**src/rtl/ami_spi_pkg.sv**
```systemverilog
// Shared types and constants for the AMI SPI read-back engine.
// Frame layout: read flag, register address, then the data turnaround bits.
package ami_spi_pkg;

  typedef logic [1:0] spi_state_t;

  localparam spi_state_t ST_IDLE  = 2'd0;
  localparam spi_state_t ST_SHIFT = 2'd1;
  localparam spi_state_t ST_HOLD  = 2'd2;
  localparam spi_state_t ST_GAP   = 2'd3;

  // First bit on the wire marks the frame as a read.
  localparam logic READ_BIT = 1'b1;

  function automatic int frame_len(input int addr_width, input int data_width);
    return 1 + addr_width + data_width;
  endfunction

  function automatic int chip_width(input int chip_count);
    return (chip_count > 1) ? $clog2(chip_count) : 1;
  endfunction

endpackage

```
**src/rtl/ami_spi_reader_if.sv**
```systemverilog
// Command / read-data handshake between the register block and the reader.
// The register block is the master; the SPI reader is the slave.
interface ami_spi_reader_if #(
  parameter int CHIP_W     = 1,
  parameter int ADDR_WIDTH = 7,
  parameter int DATA_WIDTH = 24
);

  logic                  cmdValid;
  logic                  cmdReady;
  logic [CHIP_W-1:0]     cmdChip;
  logic [ADDR_WIDTH-1:0] cmdAddr;
  logic                  rdValid;
  logic [CHIP_W-1:0]     rdChip;
  logic [DATA_WIDTH-1:0] rdData;
  logic                  busy;

  modport master (
    output cmdValid, cmdChip, cmdAddr,
    input  cmdReady, rdValid, rdChip, rdData, busy
  );

  modport slave (
    input  cmdValid, cmdChip, cmdAddr,
    output cmdReady, rdValid, rdChip, rdData, busy
  );

endinterface

```
**src/rtl/ami_spi_bit_timer.sv**
```systemverilog
// Per-bit SCLK timer: 2*CLK_DIV cycles per bit, flags the cycle that ends the
// low phase and the cycle that ends the high phase.
module ami_spi_bit_timer #(
  parameter int CLK_DIV = 5
) (
  input  logic sysClk,
  input  logic sysReset_n,
  input  logic restart,
  input  logic enable,
  output logic lowStart,
  output logic riseStrobe,
  output logic sampleStrobe,
  output logic bitDone
);

  localparam int BIT_CYCLES = 2 * CLK_DIV;
  localparam int CNT_W      = $clog2(BIT_CYCLES);
  localparam logic [CNT_W-1:0] LAST_LOW  = CNT_W'(CLK_DIV - 1);
  localparam logic [CNT_W-1:0] LAST_HIGH = CNT_W'(BIT_CYCLES - 1);

  logic [CNT_W-1:0] cnt_q, cnt_d;
  logic             last_high;

  always_comb begin
    cnt_d = cnt_q;
    if (restart) begin
      cnt_d = '0;
    end else if (enable) begin
      cnt_d = (cnt_q == LAST_HIGH) ? '0 : cnt_q + CNT_W'(1);
    end
  end

  always_ff @(posedge sysClk or negedge sysReset_n) begin
    if (!sysReset_n) begin
      cnt_q <= '0;
    end else begin
      cnt_q <= cnt_d;
    end
  end

  // Sampling, the SCLK fall (start of next low phase) and the end of the bit
  // all fall on the last high-phase cycle; the parent registers the outputs.
  assign last_high    = enable && (cnt_q == LAST_HIGH);
  assign riseStrobe   = enable && (cnt_q == LAST_LOW);
  assign lowStart     = last_high;
  assign sampleStrobe = last_high;
  assign bitDone      = last_high;

endmodule

```
**src/rtl/ami_spi_reader.sv**
```systemverilog
// AMI SPI register read-back engine: one command in, one read frame on the
// pins, one data word out with a single-cycle valid strobe.
module ami_spi_reader
  import ami_spi_pkg::*;
#(
  parameter int CHIP_COUNT = 2,
  parameter int ADDR_WIDTH = 7,
  parameter int DATA_WIDTH = 24,
  parameter int CLK_DIV    = 5,
  parameter int CS_GAP     = 4
) (
  input  logic                  sysClk,
  input  logic                  sysReset_n,
  ami_spi_reader_if.slave       bus,
  output logic                  spiClk,
  output logic                  spiSdi,
  output logic [CHIP_COUNT-1:0] spiCsb,
  input  logic [CHIP_COUNT-1:0] spiSdo
);

  localparam int N          = frame_len(ADDR_WIDTH, DATA_WIDTH);
  localparam int CHIP_W     = chip_width(CHIP_COUNT);
  localparam int TX_W       = N - 1;
  localparam int BIT_W      = $clog2(N);
  localparam int GAP_W      = $clog2(CS_GAP + 1);
  localparam int DATA_START = 1 + ADDR_WIDTH;

  spi_state_t            state_q, state_d;
  logic                  busy_q, busy_d;
  logic [CHIP_W-1:0]     chip_q, chip_d;
  logic [TX_W-1:0]       tx_q, tx_d;
  logic [BIT_W-1:0]      bit_q, bit_d;
  logic [GAP_W-1:0]      gap_q, gap_d;
  logic                  sclk_q, sclk_d;
  logic                  sdi_q, sdi_d;
  logic [CHIP_COUNT-1:0] csb_q, csb_d;
  logic [CHIP_COUNT-1:0] sdo_q;
  logic [DATA_WIDTH-1:0] shift_q, shift_d;
  logic                  rd_valid_q, rd_valid_d;
  logic [CHIP_W-1:0]     rd_chip_q, rd_chip_d;
  logic [DATA_WIDTH-1:0] rd_data_q, rd_data_d;

  logic timer_restart, timer_enable;
  logic low_start, rise_strobe, sample_strobe, bit_done;

  logic [CHIP_COUNT-1:0] cmd_hit, sel_hit, sdo_hit;
  logic                  sdo_bit;

  // An out-of-range chip index matches no select line: no CSB, SDO reads 1.
  genvar gi;
  for (gi = 0; gi < CHIP_COUNT; gi++) begin : g_chip
    assign cmd_hit[gi] = (bus.cmdChip == CHIP_W'(gi));
    assign sel_hit[gi] = (chip_q == CHIP_W'(gi));
    assign sdo_hit[gi] = sel_hit[gi] & sdo_q[gi];
  end

  assign sdo_bit = (|sdo_hit) | ~(|sel_hit);

  assign timer_enable = (state_q == ST_SHIFT) || (state_q == ST_HOLD);

  ami_spi_bit_timer #(
    .CLK_DIV (CLK_DIV)
  ) u_bit_timer (
    .sysClk       (sysClk),
    .sysReset_n   (sysReset_n),
    .restart      (timer_restart),
    .enable       (timer_enable),
    .lowStart     (low_start),
    .riseStrobe   (rise_strobe),
    .sampleStrobe (sample_strobe),
    .bitDone      (bit_done)
  );

  always_comb begin
    state_d       = state_q;
    chip_d        = chip_q;
    tx_d          = tx_q;
    bit_d         = bit_q;
    gap_d         = gap_q;
    sclk_d        = sclk_q;
    sdi_d         = sdi_q;
    csb_d         = csb_q;
    shift_d       = shift_q;
    rd_valid_d    = 1'b0;
    rd_chip_d     = rd_chip_q;
    rd_data_d     = rd_data_q;
    timer_restart = 1'b0;

    case (state_q)
      ST_IDLE: begin
        if (bus.cmdValid) begin
          state_d       = ST_SHIFT;
          chip_d        = bus.cmdChip;
          tx_d          = {bus.cmdAddr, {DATA_WIDTH{1'b0}}};
          sdi_d         = READ_BIT;
          csb_d         = ~cmd_hit;
          bit_d         = '0;
          shift_d       = '0;
          timer_restart = 1'b1;
        end
      end

      ST_SHIFT: begin
        if (rise_strobe) begin
          sclk_d = 1'b1;
        end
        if (sample_strobe && (bit_q >= BIT_W'(DATA_START))) begin
          shift_d = {shift_q[DATA_WIDTH-2:0], sdo_bit};
        end
        // Turnaround bits shift out as zeros once the address is gone.
        if (low_start) begin
          sclk_d = 1'b0;
          sdi_d  = tx_q[TX_W-1];
          tx_d   = {tx_q[TX_W-2:0], 1'b0};
        end
        if (bit_done) begin
          if (bit_q == BIT_W'(N - 1)) begin
            state_d = ST_HOLD;
          end else begin
            bit_d = bit_q + BIT_W'(1);
          end
        end
      end

      ST_HOLD: begin
        if (rise_strobe) begin
          state_d    = ST_GAP;
          csb_d      = '1;
          gap_d      = '0;
          rd_valid_d = 1'b1;
          rd_chip_d  = chip_q;
          rd_data_d  = shift_q;
        end
      end

      default: begin
        if (gap_q == GAP_W'(CS_GAP - 1)) begin
          state_d = ST_IDLE;
        end else begin
          gap_d = gap_q + GAP_W'(1);
        end
      end
    endcase
  end

  assign busy_d = (state_d != ST_IDLE);

  always_ff @(posedge sysClk or negedge sysReset_n) begin
    if (!sysReset_n) begin
      state_q    <= ST_IDLE;
      busy_q     <= 1'b0;
      chip_q     <= '0;
      tx_q       <= '0;
      bit_q      <= '0;
      gap_q      <= '0;
      sclk_q     <= 1'b0;
      sdi_q      <= 1'b0;
      csb_q      <= '1;
      sdo_q      <= '1;
      shift_q    <= '0;
      rd_valid_q <= 1'b0;
      rd_chip_q  <= '0;
      rd_data_q  <= '0;
    end else begin
      state_q    <= state_d;
      busy_q     <= busy_d;
      chip_q     <= chip_d;
      tx_q       <= tx_d;
      bit_q      <= bit_d;
      gap_q      <= gap_d;
      sclk_q     <= sclk_d;
      sdi_q      <= sdi_d;
      csb_q      <= csb_d;
      sdo_q      <= spiSdo;
      shift_q    <= shift_d;
      rd_valid_q <= rd_valid_d;
      rd_chip_q  <= rd_chip_d;
      rd_data_q  <= rd_data_d;
    end
  end

  assign spiClk       = sclk_q;
  assign spiSdi       = sdi_q;
  assign spiCsb       = csb_q;
  assign bus.cmdReady = ~busy_q;
  assign bus.busy     = busy_q;
  assign bus.rdValid  = rd_valid_q;
  assign bus.rdChip   = rd_chip_q;
  assign bus.rdData   = rd_data_q;

endmodule
```
**src/flat_wrapper.sv**
```systemverilog
// flat-port wrapper written by rule: the top's interface ports become plain ports
module ami_spi_reader_flat import ami_spi_pkg::*;
#(
  parameter int CHIP_COUNT = 2,
  parameter int ADDR_WIDTH = 7,
  parameter int DATA_WIDTH = 24,
  parameter int CLK_DIV    = 5,
  parameter int CS_GAP     = 4
)
  (sysClk, sysReset_n, spiClk, spiSdi, spiCsb, spiSdo, bus_cmdValid, bus_cmdChip, bus_cmdAddr, bus_cmdReady, bus_rdValid, bus_rdChip, bus_rdData, bus_busy);
  ami_spi_reader_if #(.ADDR_WIDTH(ADDR_WIDTH), .DATA_WIDTH(DATA_WIDTH)) bus_i ();
  input  logic sysClk;
  input  logic sysReset_n;
  output logic spiClk;
  output logic spiSdi;
  output logic [CHIP_COUNT-1:0] spiCsb;
  input  logic [CHIP_COUNT-1:0] spiSdo;
  input wire logic [$bits(bus_i.cmdValid)-1:0] bus_cmdValid;
  input wire logic [$bits(bus_i.cmdChip)-1:0] bus_cmdChip;
  input wire logic [$bits(bus_i.cmdAddr)-1:0] bus_cmdAddr;
  output wire logic [$bits(bus_i.cmdReady)-1:0] bus_cmdReady;
  output wire logic [$bits(bus_i.rdValid)-1:0] bus_rdValid;
  output wire logic [$bits(bus_i.rdChip)-1:0] bus_rdChip;
  output wire logic [$bits(bus_i.rdData)-1:0] bus_rdData;
  output wire logic [$bits(bus_i.busy)-1:0] bus_busy;
  assign bus_i.cmdValid = bus_cmdValid;
  assign bus_i.cmdChip = bus_cmdChip;
  assign bus_i.cmdAddr = bus_cmdAddr;
  assign bus_cmdReady = bus_i.cmdReady;
  assign bus_rdValid = bus_i.rdValid;
  assign bus_rdChip = bus_i.rdChip;
  assign bus_rdData = bus_i.rdData;
  assign bus_busy = bus_i.busy;
  ami_spi_reader #(.CHIP_COUNT(CHIP_COUNT), .ADDR_WIDTH(ADDR_WIDTH), .DATA_WIDTH(DATA_WIDTH), .CLK_DIV(CLK_DIV), .CS_GAP(CS_GAP)) u_core (.sysClk(sysClk), .sysReset_n(sysReset_n), .bus(bus_i), .spiClk(spiClk), .spiSdi(spiSdi), .spiCsb(spiCsb), .spiSdo(spiSdo));
endmodule
```
**config.mk**
```make
export PLATFORM = sky130hd
export DESIGN_NAME = ami_spi_reader_flat
export DESIGN_NICKNAME = d
export VERILOG_FILES = /design/src/rtl/ami_spi_pkg.sv /design/src/rtl/ami_spi_reader_if.sv /design/src/rtl/ami_spi_bit_timer.sv /design/src/rtl/ami_spi_reader.sv /design/src/flat_wrapper.sv
export SDC_FILE = /design/constraint.sdc
export NUM_CORES = 1
export LEC_CHECK = 0
export CORE_ASPECT_RATIO = 1.1
export CORE_MARGIN = 2
export CORE_UTILIZATION = 35
export CTS_BUF_LIST = sky130_fd_sc_hd__clkbuf_8
export DETAILED_ROUTE_END_ITERATION = 10
export DONT_BUFFER_PORTS = 1
export GPL_TIMING_DRIVEN = 0
export PLACE_DENSITY = 0.52
export SYNTH_ARGS = -nofsm -noshare
export SYNTH_HDL_FRONTEND = slang
export SYNTH_SLANG_ARGS = --single-unit
export TNS_END_PERCENT = 50
```
**constraint.sdc**
```tcl
create_clock -name sysClk -period 2.1 [get_ports sysClk]
set_input_delay 0.315 -clock sysClk [delete_from_list [all_inputs] [get_ports sysClk]]
set_output_delay 0.315 -clock sysClk [all_outputs]
set_load 0.05 [all_outputs]
```
==> reports/metrics.csv, run 1 <==
stage;metric;value;unit
finish;fin_cells;464;
sta;slew_headroom;0.6399;
setup_path;critPathKind;flop to flop;
finish;mostFrequentLayoutCells;75 x dfrtp_1, 37 x nand2_1, 33 x inv_1, 30 x mux2i_1, 28 x mux2_2;
sta;max_freq;0.4944;GHz
synthesis;yosysTopAreaCell;dfrtp_1;
power_and_ir_drop;powerDensity;637.4;nW/um^2
global_route;gr-total-overflow;0;
finish;fin_nets;363;
synthesis;synth_ff_type;dfrtp_1;
finish;synthToLayoutAreaGrowth;12.73;%
sta;drv_slew;0;
synthesis;synth_seq_cells;79;
sta;period_share;0.9631;
setup_path;worstPathRequired;2.34;ns
setup_path;crit_fanout;6;
synthesis;syn_nets;344;
synthesis;async_flop_share;1.000;
route;wl_per_cell;14.72;um
cts;holdBufCountCts;2;
global_route;grt_use_total;0.1336;
floorplanning;die_x;100.8;um
power_and_ir_drop;cellLeakagePower;2.347;nW
sta;worst_slew_pin_slew;0.5401;ns
sta;hold_viol;79;
synthesis;yosys_warnings;0;
sta;holdWs;-0.3526;ns
synthesis;synth_edf_count;0;
synthesis;postSynthCellCount;320;
route;drt-pass1-iter-count;4;
floorplanning;pin_count;45;
cts;cts_buffer_depth;2;
power_and_ir_drop;ir_drop;286.0;uV
placement;place.gp.congestion;0.7407;
route;initialDrtViolationCount;102;
sta;rsz0062_at_grt;false;
cts;cts.sinks;79;
cts;cts_tree;done;
cts;h-tree-depth;3;
run_status;violations;negative hold slack;
placement;placed_cells;440;
power_and_ir_drop;total_power;0.002593;W
finish;regArea;1982;sq um
cts;path_clk_slew;0.09;ns
placement;dpl.hpwl;4.496;mm
synthesis;ys_types;42;
synthesis;synth_area_leaders;dfrtp_1 52%, mux2_2 8.7%, mux2i_1 8.3%;
run_status;status;complete, but fails checks;
floorplanning;fp-row-count;38;
cts;cts_buffers;9;
route;vias;2253;
sta;setup_viol;0;
finish;fillCellCount;959;
cts;cts_root_buffer;clkbuf_8;
sta;period_needed;2.023;ns
finish;drive_gt1_frac;0.2209;
synthesis;avgSynthCellArea;11.28;sq um
finish;final_common_cell;dfrtp_1;
synthesis;yosysSeqAreaShare;0.5492;
setup_path;crit_path_end_kind;flop;
sta;fin_skew;0.009081;ns
global_route;grt_max_degree;80;
route;vias_per_cell;4.856;
route;final_antenna_net_count;0;
setup_path;cp.arrival;2.26;ns
min_path;hold_path.class;input port to asynchronous set/reset pin;
global_route;grt_pass1_wl;11.75;mm
setup_path;r2r_slack;0.08;ns
floorplanning;die_area;11140;sq um
global_route;grt_pass1_vias;2377;
placement;port_buffers;0;
synthesis;synth_top_area_frac;0.5201;
floorplanning;floorplan.initialDensity;0.3631;
synthesis;synth_area;3608;sq um
finish;multiInputGateArea;1438;sq um
setup_path;start_kind;flop;
floorplanning;die_h;110.5;um
finish;num_antenna_cells;0;
global_route;antenna_found_initial;0;
cts;clk_latency;0.35;ns
floorplanning;core_area;9937;sq um
job;maxCapViolations;0;
route;route.detailed.drc;0;
route;wl;6.831;mm
==> synth_stat cells, types with 2 or more instances <==
cell	number
buf_6	3
nand3_1	2
nand4b_1	2
clkbuf_1	8
and3_1	2
o21ai_0	10
nand2b_1	4
nor2_1	15
dfstp_2	4
nor2b_1	2
nor4_1	2
o2bb2ai_1	3
inv_1	35
or3_1	2
dfrtp_1	75
a21oi_1	19
o22a_1	2
ha_1	11
mux2i_1	30
buf_2	4
nand2_1	37
mux2_2	28
==> kinds of logic after synthesis <==
logic type,count (synthesis),share of synthesized area
AND/OR/NAND/NOR,75,0.09813
adder cells (fa/ha/maj),11,0.03814
buffers and inverters,51,0.06068
multiplexers,59,0.1737
AO/OA/AOI/OAI,45,0.08011
flip-flops,79,0.5492
==> final cells by class <==
| type | instances | area share |
|---|---|---|
| Inverter | 35 | 0.03230 |
| Tap cell | 120 | 0.03691 |
| Clock inverter | 7 | 0.01353 |
| Multi-Input combinational cell | 190 | 0.3534 |
| Timing Repair Buffer | 8 | 0.01600 |
| Clock buffer | 9 | 0.03045 |
| Sequential cell | 79 | 0.4872 |
| Buffer | 16 | 0.03014 |
==> stage by stage <==
step,setup TNS (ns),setup slack [ns],util,cell area [sq um]
finish,0,0.07746,0.4093,4068
global route,0,0.007681,0.4093,4068
CTS,0,0.005697,0.4043,4018
detailed placement,-10.13,-0.2660,0.3782,3759
global placement,-10.54,-0.2891,0.3782,3759
floorplan,0,0.02205,-,3608
==> report_power, final <==
| group | internal (W) | switching [W] | total [W] |
|---|---|---|---|
| combinational | 0.00000594 | 0.00000314 | 0.00000908 |
| sequential | 0.00153 | 0.00000592 | 0.00153 |
| clock | 0.000441 | 0.000610 | 0.00105 |
==> worst paths after layout <==
path | start | to | cells past startpoint
max reg2reg | u_core.state_q[1]$_DFF_PN0_ | u_core.shift_q[0]$_DFFE_PN0P_ | 8
min | sysReset_n | u_core.spiSdi$_DFFE_PN0P_ | 0
min reg2reg | u_core.shift_q[23]$_DFFE_PN0P_ | u_core.bus.rdData[23]$_DFFE_PN0P_ | 1
min in group sysClk | bus_cmdAddr[0] | u_core.tx_q[24]$_DFFE_PN0P_ | 2
max | u_core.state_q[1]$_DFF_PN0_ | u_core.shift_q[0]$_DFFE_PN0P_ | 8
max in group asynchronous | sysReset_n | u_core.spiCsb[0]$_DFFE_PN1P_ | 0
==> per-layer routing <==
metal  part of all wire  wire length [um]  track usage
met5                  0                 0            0
met4              0.018               124      0.06849
met3              0.051               347      0.03608
met2               0.47              3198       0.2027
met1               0.46              3161       0.1736
==> timing repair <==
item,in CTS,in global routing
endpoints found under the hold margin,81,79
resized for setup,12,12
setup buffers,3,3
endpoints found under the setup margin,51,45
==> registers in the layout, indices dropped and copies added, names as in the netlist, 2 cells and up <==
signal,count
u_core.bit_q,5
u_core.bus.rdData,24
u_core.state_q,2
u_core.gap_q,3
u_core.u_bit_timer.cnt_q,4
u_core.sdo_q,2
u_core.shift_q,24
u_core.tx_q,7
u_core.spiCsb,2
==> critical path: stages (launching register included) <==
cell and delay, ns:
dfrtp_1 0.37, inv_2 0.07, ha_4 0.26, buf_6 0.10, and4b_2 0.28, o21ai_2 0.07, a211o_1 0.30, buf_6 0.15
mux2_1 0.30
Power figures use the tool's default switching activity.
==> run 2, diff against run 1 <==
GPL_TIMING_DRIVEN = not set   (was 0)
clock period = 1.85 ns   (was 2.1 ns; I/O delays follow)
==> run 2 against run 1 <==
The run still ends with negative hold slack left; design area increased by 1.2%; setup slack got worse by 0.026 ns; clock skew increased by 0.0025 ns; count of clock-buffer cells in the layout increased by 1; register-to-register slack got worse by 0.03 ns; wire length decreased by 2.4%; sequential cell count unchanged; non-clock buffer count unchanged.
==> reports/metrics.csv, run 2 (synthesized netlist as in run 1, its figures left out) <==
stage;metric;value;unit;change
floorplanning;pin_count;45;;unchanged
setup_path;worstPathRequired;2.08;ns;-0.26 ns
setup_path;cp_num_buf_inv;2;;-1
sta;period_needed;1.798;ns;-0.2245 ns
cts;cts_buffer_depth;2;;unchanged
placement;postPlaceCellArea;3895;sq um;+3.6%
sta;slew_headroom;0.6530;;+0.01304
sta;rsz0062_at_grt;true;;
finish;num_antenna_cells;0;;unchanged
setup_path;critPathKind;flop to flop;;
power_and_ir_drop;combPwrFrac;0.003;;about the same
global_route;grt_pass1_wl;11.33;mm;-3.6%
run_status;violations;negative hold slack;;
power_and_ir_drop;p_int;0.002282;W;+16%
floorplanning;fp-row-count;38;;unchanged
route;vias_per_cell;4.903;;+0.98%
cts;cts_tree;done;;
placement;port_buffers;0;;unchanged
power_and_ir_drop;ir_drop;272.9;uV;-4.6%
sta;fin_skew;0.01160;ns;+0.002516 ns
global_route;grt_use_total;0.1288;;-0.004868
sta;setup_viol;0;;unchanged
global_route;grt_max_degree;80;;unchanged
global_route;antenna_found_initial;0;;unchanged
finish;stdcell_area;4115;sq um;+1.2%
power_and_ir_drop;netSwitchingPower;0.0006902;W;+12%
sta;period_share;0.9719;;+0.008818
setup_path;start_kind;flop;;
global_route;grt_pass1_vias;2363;;-0.59%
route;wl;6.665;mm;-2.4%
placement;dpl.hpwl;4.492;mm;-0.11%
cts;clk_latency;0.35;ns;about the same
setup_path;path_cells;inv_2 > ha_4 > and4b_2 > o21ai_2 > a211o_1 > buf_12 > mux2i_1;;
setup_path;cp_slowest_stage_delay;0.37;ns;about the same
floorplanning;die_x;100.8;um;unchanged
finish;fin_nets;363;;unchanged
route;drt-pass1-iter-count;4;;unchanged
power_and_ir_drop;cellLeakagePower;2.388;nW;+1.7%
cts;cts_root_buffer;clkbuf_8;;
power_and_ir_drop;total_power;0.002973;W;+15%
floorplanning;core_area;9937;sq um;unchanged
sta;holdWs;-0.3857;ns;-0.03312 ns
global_route;gr-total-overflow;0;;unchanged
power_and_ir_drop;switching_share;0.2322;;-0.006547
run_status;status;complete, but fails checks;;
floorplanning;die_area;11140;sq um;unchanged
finish;final_common_cell;dfrtp_1;;
power_and_ir_drop;p_seq_frac;0.585;;-0.006
route;final_antenna_net_count;0;;unchanged
cts;h-tree-depth;3;;unchanged
setup_path;crit_path_end_kind;flop;;
floorplanning;die_h;110.5;um;unchanged
finish;post-route-util;0.4141;;+0.004784
finish;drive_gt1_frac;0.2355;;+0.01453
sta;hold_viol;79;;unchanged
route;initialDrtViolationCount;61;;-40%
sta;tns;0;ns;unchanged
cts;cts.sinks;79;;unchanged
route;vias;2275;;+0.98%
cts;path_clk_slew;0.09;ns;about the same
finish;synthToLayoutAreaGrowth;14.04;%;
finish;mostFrequentLayoutCells;75 x dfrtp_1, 37 x nand2_1, 33 x inv_1, 30 x mux2i_1, 28 x mux2_2;;
placement;place.gp.congestion;0.8510;;+15%
route;wl_per_cell;14.36;um;-2.4%
sta;worst_slew_pin_slew;0.5206;ns;-0.01957 ns
setup_path;critPathTopFamily;flip-flops;;
setup_path;cp.arrival;2.03;ns;-0.23 ns
power_and_ir_drop;powerDensity;722.3;nW/um^2;+13%
power_and_ir_drop;clockPowerShare;0.412;;+0.006
setup_path;crit_fanout;23;;+17
min_path;hold_path.class;input port to asynchronous set/reset pin;;
setup_path;slowest_stage;dfrtp_1;;
route;route.detailed.drc;0;;unchanged
cts;holdBufCountCts;2;;unchanged
floorplanning;floorplan.initialDensity;0.3631;;unchanged
job;maxCapViolations;0;;unchanged
sta;max_freq;0.5562;GHz;+12%
cts;cts_buffers;9;;unchanged
sta;drv_slew;0;;unchanged
-- run 2: changes by cell type in the layout (fill, tap and decap cells not counted), sizes merged --
cell / before / now
clkbuf: 17 / 10
clkinvlp: 2 / 1
buf: 14 / 22
-- run 2: final cells by class --
| class | count | area (sq um) |
|---|---|---|
| well taps | 120 | 150.1 |
| fillers | 955 | 5822 |
| multi-input cells | 190 | 1436 |
| clock inverters | 6 | 51.30 |
| clock buffers | 10 | 137.6 |
| repair buffers | 24 | 226.5 |
| inverters | 35 | 131.4 |
| flip-flops and latches | 79 | 1982 |
-- run 2: layer usage --
| layer | vias up | share of wire | GRT usage |
|---|---|---|---|
| li1 | 1111 | - | - |
| met1 | 1111 | 0.46 | 0.1584 |
| met2 | 41 | 0.48 | 0.2049 |
| met3 | 12 | 0.038 | 0.04241 |
| met4 | 0 | 0.021 | 0.05479 |
| met5 | - | 0 | 0 |
-- run 2: stage by stage --
step                      instances  setup slack [ns]
after global routing            464          -0.06544
after detailed placement        445           0.04578
after CTS                       463           0.03678
after floorplan                 320           -0.1179
after global placement          445           0.08142
final                           464           0.05192
-- run 2: worst paths after layout --
kind                                                start                           endpoint  slack (ns)  depth (start not counted)
max reg2reg                   u_core.state_q[1]$_DFF_PN0_     u_core.shift_q[23]$_DFFE_PN0P_        0.05                          7
max                           u_core.state_q[1]$_DFF_PN0_     u_core.shift_q[23]$_DFFE_PN0P_        0.05                          7
max in group asynchronous                      sysReset_n          u_core.sdo_q[0]$_DFF_PN1_        2.05                          0
min in group sysClk                        bus_cmdAddr[0]        u_core.tx_q[24]$_DFFE_PN0P_        0.05                          2
min                                            sysReset_n  u_core.bus.rdData[18]$_DFFE_PN0P_       -0.39                          0
min reg2reg                u_core.shift_q[23]$_DFFE_PN0P_  u_core.bus.rdData[23]$_DFFE_PN0P_        0.52                          1
-- run 2: repair_timing --
action	in CTS	in global routing
hold endpoints to repair	81	79
setup endpoints to repair	0	27
gates resized for setup	0	2
setup buffers	0	1
-- run 2: power by group through the flow --
| stage | combinational (W) | clock, W | sequential [W] |
|---|---|---|---|
| 3_3_place_gp | 0.00000658 | 0 | 0.00177 |
| 4_1_cts | 0.0000101 | 0.00129 | 0.00174 |
| 2_1_floorplan | 0.00000618 | 0 | 0.00177 |
| 6_report | 0.0000101 | 0.00122 | 0.00174 |
| 5_1_grt | 0.0000117 | 0.00135 | 0.00174 |
| 3_5_place_dp | 0.00000690 | 0 | 0.00177 |
==> run 3, diff against run 2 <==
CELL_PAD_IN_SITES_DETAIL_PLACEMENT = 1   (was not set)
CELL_PAD_IN_SITES_GLOBAL_PLACEMENT = 1   (was not set)
CORE_ASPECT_RATIO = not set   (was 1.1)
PLACE_DENSITY = 0.62   (was 0.52)
==> run 3 against run 2 <==
The run still ends with negative hold slack left; fmax is 1.3% lower; via count is 4.0% higher; global-route usage rose by 1.2 points; design area rose by 1.9%; first-iteration DRC count increased by 20%; setup slack got worse by 0.023 ns; clock power decreased by 9.8%; non-clock buffer count increased by 7; hold slack gained 0.0087 ns; count of clock-buffer cells in the layout did not move; utilization down 0.26 points; largest cell class unchanged; highest routed layer unchanged.
==> reports/metrics.csv, run 3 (synthesized netlist as in run 1, its figures left out) <==
stage;metric;value;unit;change
setup_path;crit_fanout;23;;unchanged
job;maxCapViolations;0;;unchanged
setup_path;cp_num_buf_inv;2;;unchanged
setup_path;r2r-end;u_core.shift_q[12]$_DFFE_PN0P_;;
setup_path;r2r-start;u_core.state_q[1]$_DFF_PN0_;;
sta;hold_viol;79;;unchanged
power_and_ir_drop;cellLeakagePower;2.402;nW;+0.61%
floorplanning;fp-row-count;37;;-2.6%
global_route;grt_use_total;0.1412;;+0.01238
setup_path;start_kind;flop;;
finish;final_common_cell;dfrtp_1;;
sta;setup_ws;0.02895;ns;-0.02297 ns
placement;dpl.hpwl;5.032;mm;+12%
setup_path;critPathKind;flop to flop;;
floorplanning;die_h;105.5;um;-4.5%
setup_path;crit_path_end_kind;flop;;
cts;cts_buffer_depth;2;;unchanged
global_route;met1_usage;0.1739;;+0.01551
global_route;grtUsageMet3;0.04020;;-0.002207
placement;place.gp.congestion;0.8187;;-3.8%
power_and_ir_drop;ir_drop;383.2;uV;+40%
finish;stdcell_area;4192;sq um;+1.9%
sta;fin_skew;0.006307;ns;-0.005290 ns
floorplanning;floorplan.initialDensity;0.3543;;-0.008833
global_route;busiest_layer;met2;;
sta;slew_headroom;0.6591;;+0.006099
route;vias_per_cell;4.878;;-0.50%
setup_path;critPathTopFamily;compound AO/OA/AOI/OAI gates;;
setup_path;cp_slowest_stage_delay;0.36;ns;about the same
finish;fin_nets;370;;+1.9%
floorplanning;die_area;11140;sq um;about the same
route;initialDrtViolationCount;73;;+20%
global_route;grt_pass1_wl;12.55;mm;+11%
route;wl;7.374;mm;+11%
sta;rsz0062_at_grt;true;;
placement;port_buffers;0;;unchanged
route;final_antenna_net_count;0;;unchanged
route;vias;2366;;+4.0%
setup_path;cp.arrival;2.04;ns;about the same
cts;h-tree-depth;3;;unchanged
placement;place_ws;-0.01711;ns;-0.06289 ns
route;drt-pass1-iter-count;4;;unchanged
finish;drive_gt1_frac;0.2693;;+0.03388
finish;mostFrequentLayoutCells;75 x dfrtp_1, 37 x nand2_1, 32 x inv_1, 29 x mux2i_1, 28 x mux2_2;;
route;route.detailed.drc;0;;unchanged
setup_path;slowest_stage;dfrtp_1;;
sta;max_freq;0.5491;GHz;-1.3%
floorplanning;core_area;10180;sq um;+2.5%
setup_path;reg2reg_depth;7;;unchanged
sta;period_needed;1.821;ns;+0.02297 ns
floorplanning;pin_count;45;;unchanged
sta;drv_slew;0;;unchanged
cts;holdBufCountCts;2;;unchanged
sta;period_share;0.9844;;+0.01242
cts;path_clk_slew;0.08;ns;about the same
cts;cts.sinks;79;;unchanged
setup_path;r2r_slack;0.03;ns;-0.02 ns
global_route;grt_max_degree;80;;unchanged
cts;cts_buffers;9;;unchanged
run_status;status;complete, but fails checks;;
finish;synthToLayoutAreaGrowth;16.16;%;
sta;worst_slew_pin_slew;0.5114;ns;-0.009149 ns
route;wl_per_cell;15.20;um;+5.8%
cts;cts_tree;done;;
run_status;violations;negative hold slack;;
setup_path;path_cells;inv_2 > ha_4 > and4b_2 > o21ai_2 > a211o_1 > buf_12 > mux2i_2;;
global_route;gr-total-overflow;0;;unchanged
global_route;grt_pass1_vias;2599;;+10%
sta;setup_viol;0;;unchanged
finish;num_antenna_cells;0;;unchanged
global_route;antenna_found_initial;0;;unchanged
cts;clk_latency;0.34;ns;about the same
cts;cts_root_buffer;clkbuf_8;;
power_and_ir_drop;powerDensity;679.8;nW/um^2;-5.9%
placement;postPlaceCellArea;3918;sq um;+0.58%
setup_path;worstPathRequired;2.07;ns;about the same
floorplanning;die_x;105.5;um;+4.7%
sta;holdWs;-0.3770;ns;+0.008703 ns
min_path;hold_path.class;input port to asynchronous set/reset pin;;
global_route;met2_usage;0.2392;;+0.03428
==> run 3: cell count changes in the layout (fill, tap and decap cells not counted), sizes merged <==
cell / change
buf: +7
clkinv: +2
clkinvlp: -1
inv: -3
==> run 3: cell type report <==
type	count	area [sq um]
Sequential cell	79	1982
Multi-Input combinational cell	190	1484
Clock buffer	10	137.6
Tap cell	136	170.2
Fill cell	1131	5993
Inverter	35	131.4
Timing Repair Buffer	31	262.8
Clock inverter	4	23.77
==> run 3: routing by layer <==
layer / wire length [um] / vias up
li1: - / 1123
met1: 3352 / 1196
met2: 3633 / 37
met3: 283 / 10
met4: 105 / 0
met5: 0 / -
==> run 3: metrics by stage <==
| stage | cells | utilization | setup TNS (ns) | total power (W) | hold WS [ns] |
|---|---|---|---|---|---|
| floorplan | 320 | - | -1.903 | 0.001779 | -0.01809 |
| global placement | 463 | 0.3846 | 0 | 0.001781 | -0.01675 |
| detailed placement | 463 | 0.3846 | -0.01711 | 0.001781 | -0.01655 |
| CTS | 481 | 0.4050 | 0 | 0.002911 | -0.3991 |
| global route | 485 | 0.4115 | -0.4267 | 0.002971 | -0.4089 |
| finish | 485 | 0.4115 | 0 | 0.002850 | -0.3770 |
==> run 3: how the worst max path moves through the flow <==
stage,endpoint,slack (ns),start,cells past startpoint
floorplan,u_core.shift_q[0]$_DFFE_PN0P_,-0.12,u_core.state_q[0]$_DFF_PN0_,8
global placement,u_core.bit_q[3]$_DFFE_PN0P_,0.03,u_core.bit_q[1]$_DFFE_PN0P_,7
detailed placement,u_core.bit_q[3]$_DFFE_PN0P_,-0.02,u_core.bit_q[1]$_DFFE_PN0P_,7
CTS,u_core.bit_q[3]$_DFFE_PN0P_,0.003,u_core.bit_q[1]$_DFFE_PN0P_,7
global route,u_core.bit_q[3]$_DFFE_PN0P_,-0.1,u_core.state_q[0]$_DFF_PN0_,8
finish,u_core.shift_q[12]$_DFFE_PN0P_,0.03,u_core.state_q[1]$_DFF_PN0_,7
==> run 3: what timing repair did <==
item | in CTS | in global routing
setup endpoints to repair | 4 | 12
pin swaps | 0 | 3
endpoints found under the hold margin | 81 | 79
setup buffers | 2 | 4
gates resized for setup | 2 | 8
==> run 3: where the power goes <==
group,internal [W],switching [W]
Clock,0.000505,0.000594
Combinational,0.00000678,0.00000450
Sequential,0.00173,0.00000683
Total,0.00224,0.000606
==> run 3: worst register-to-register path, stage by stage, from the launching register on <==
cell	delay [ns]
dfrtp_1	0.36
inv_2	0.06
ha_4	0.26
and4b_2	0.27
o21ai_2	0.06
a211o_1	0.31
buf_12	0.20
mux2i_2	0.18
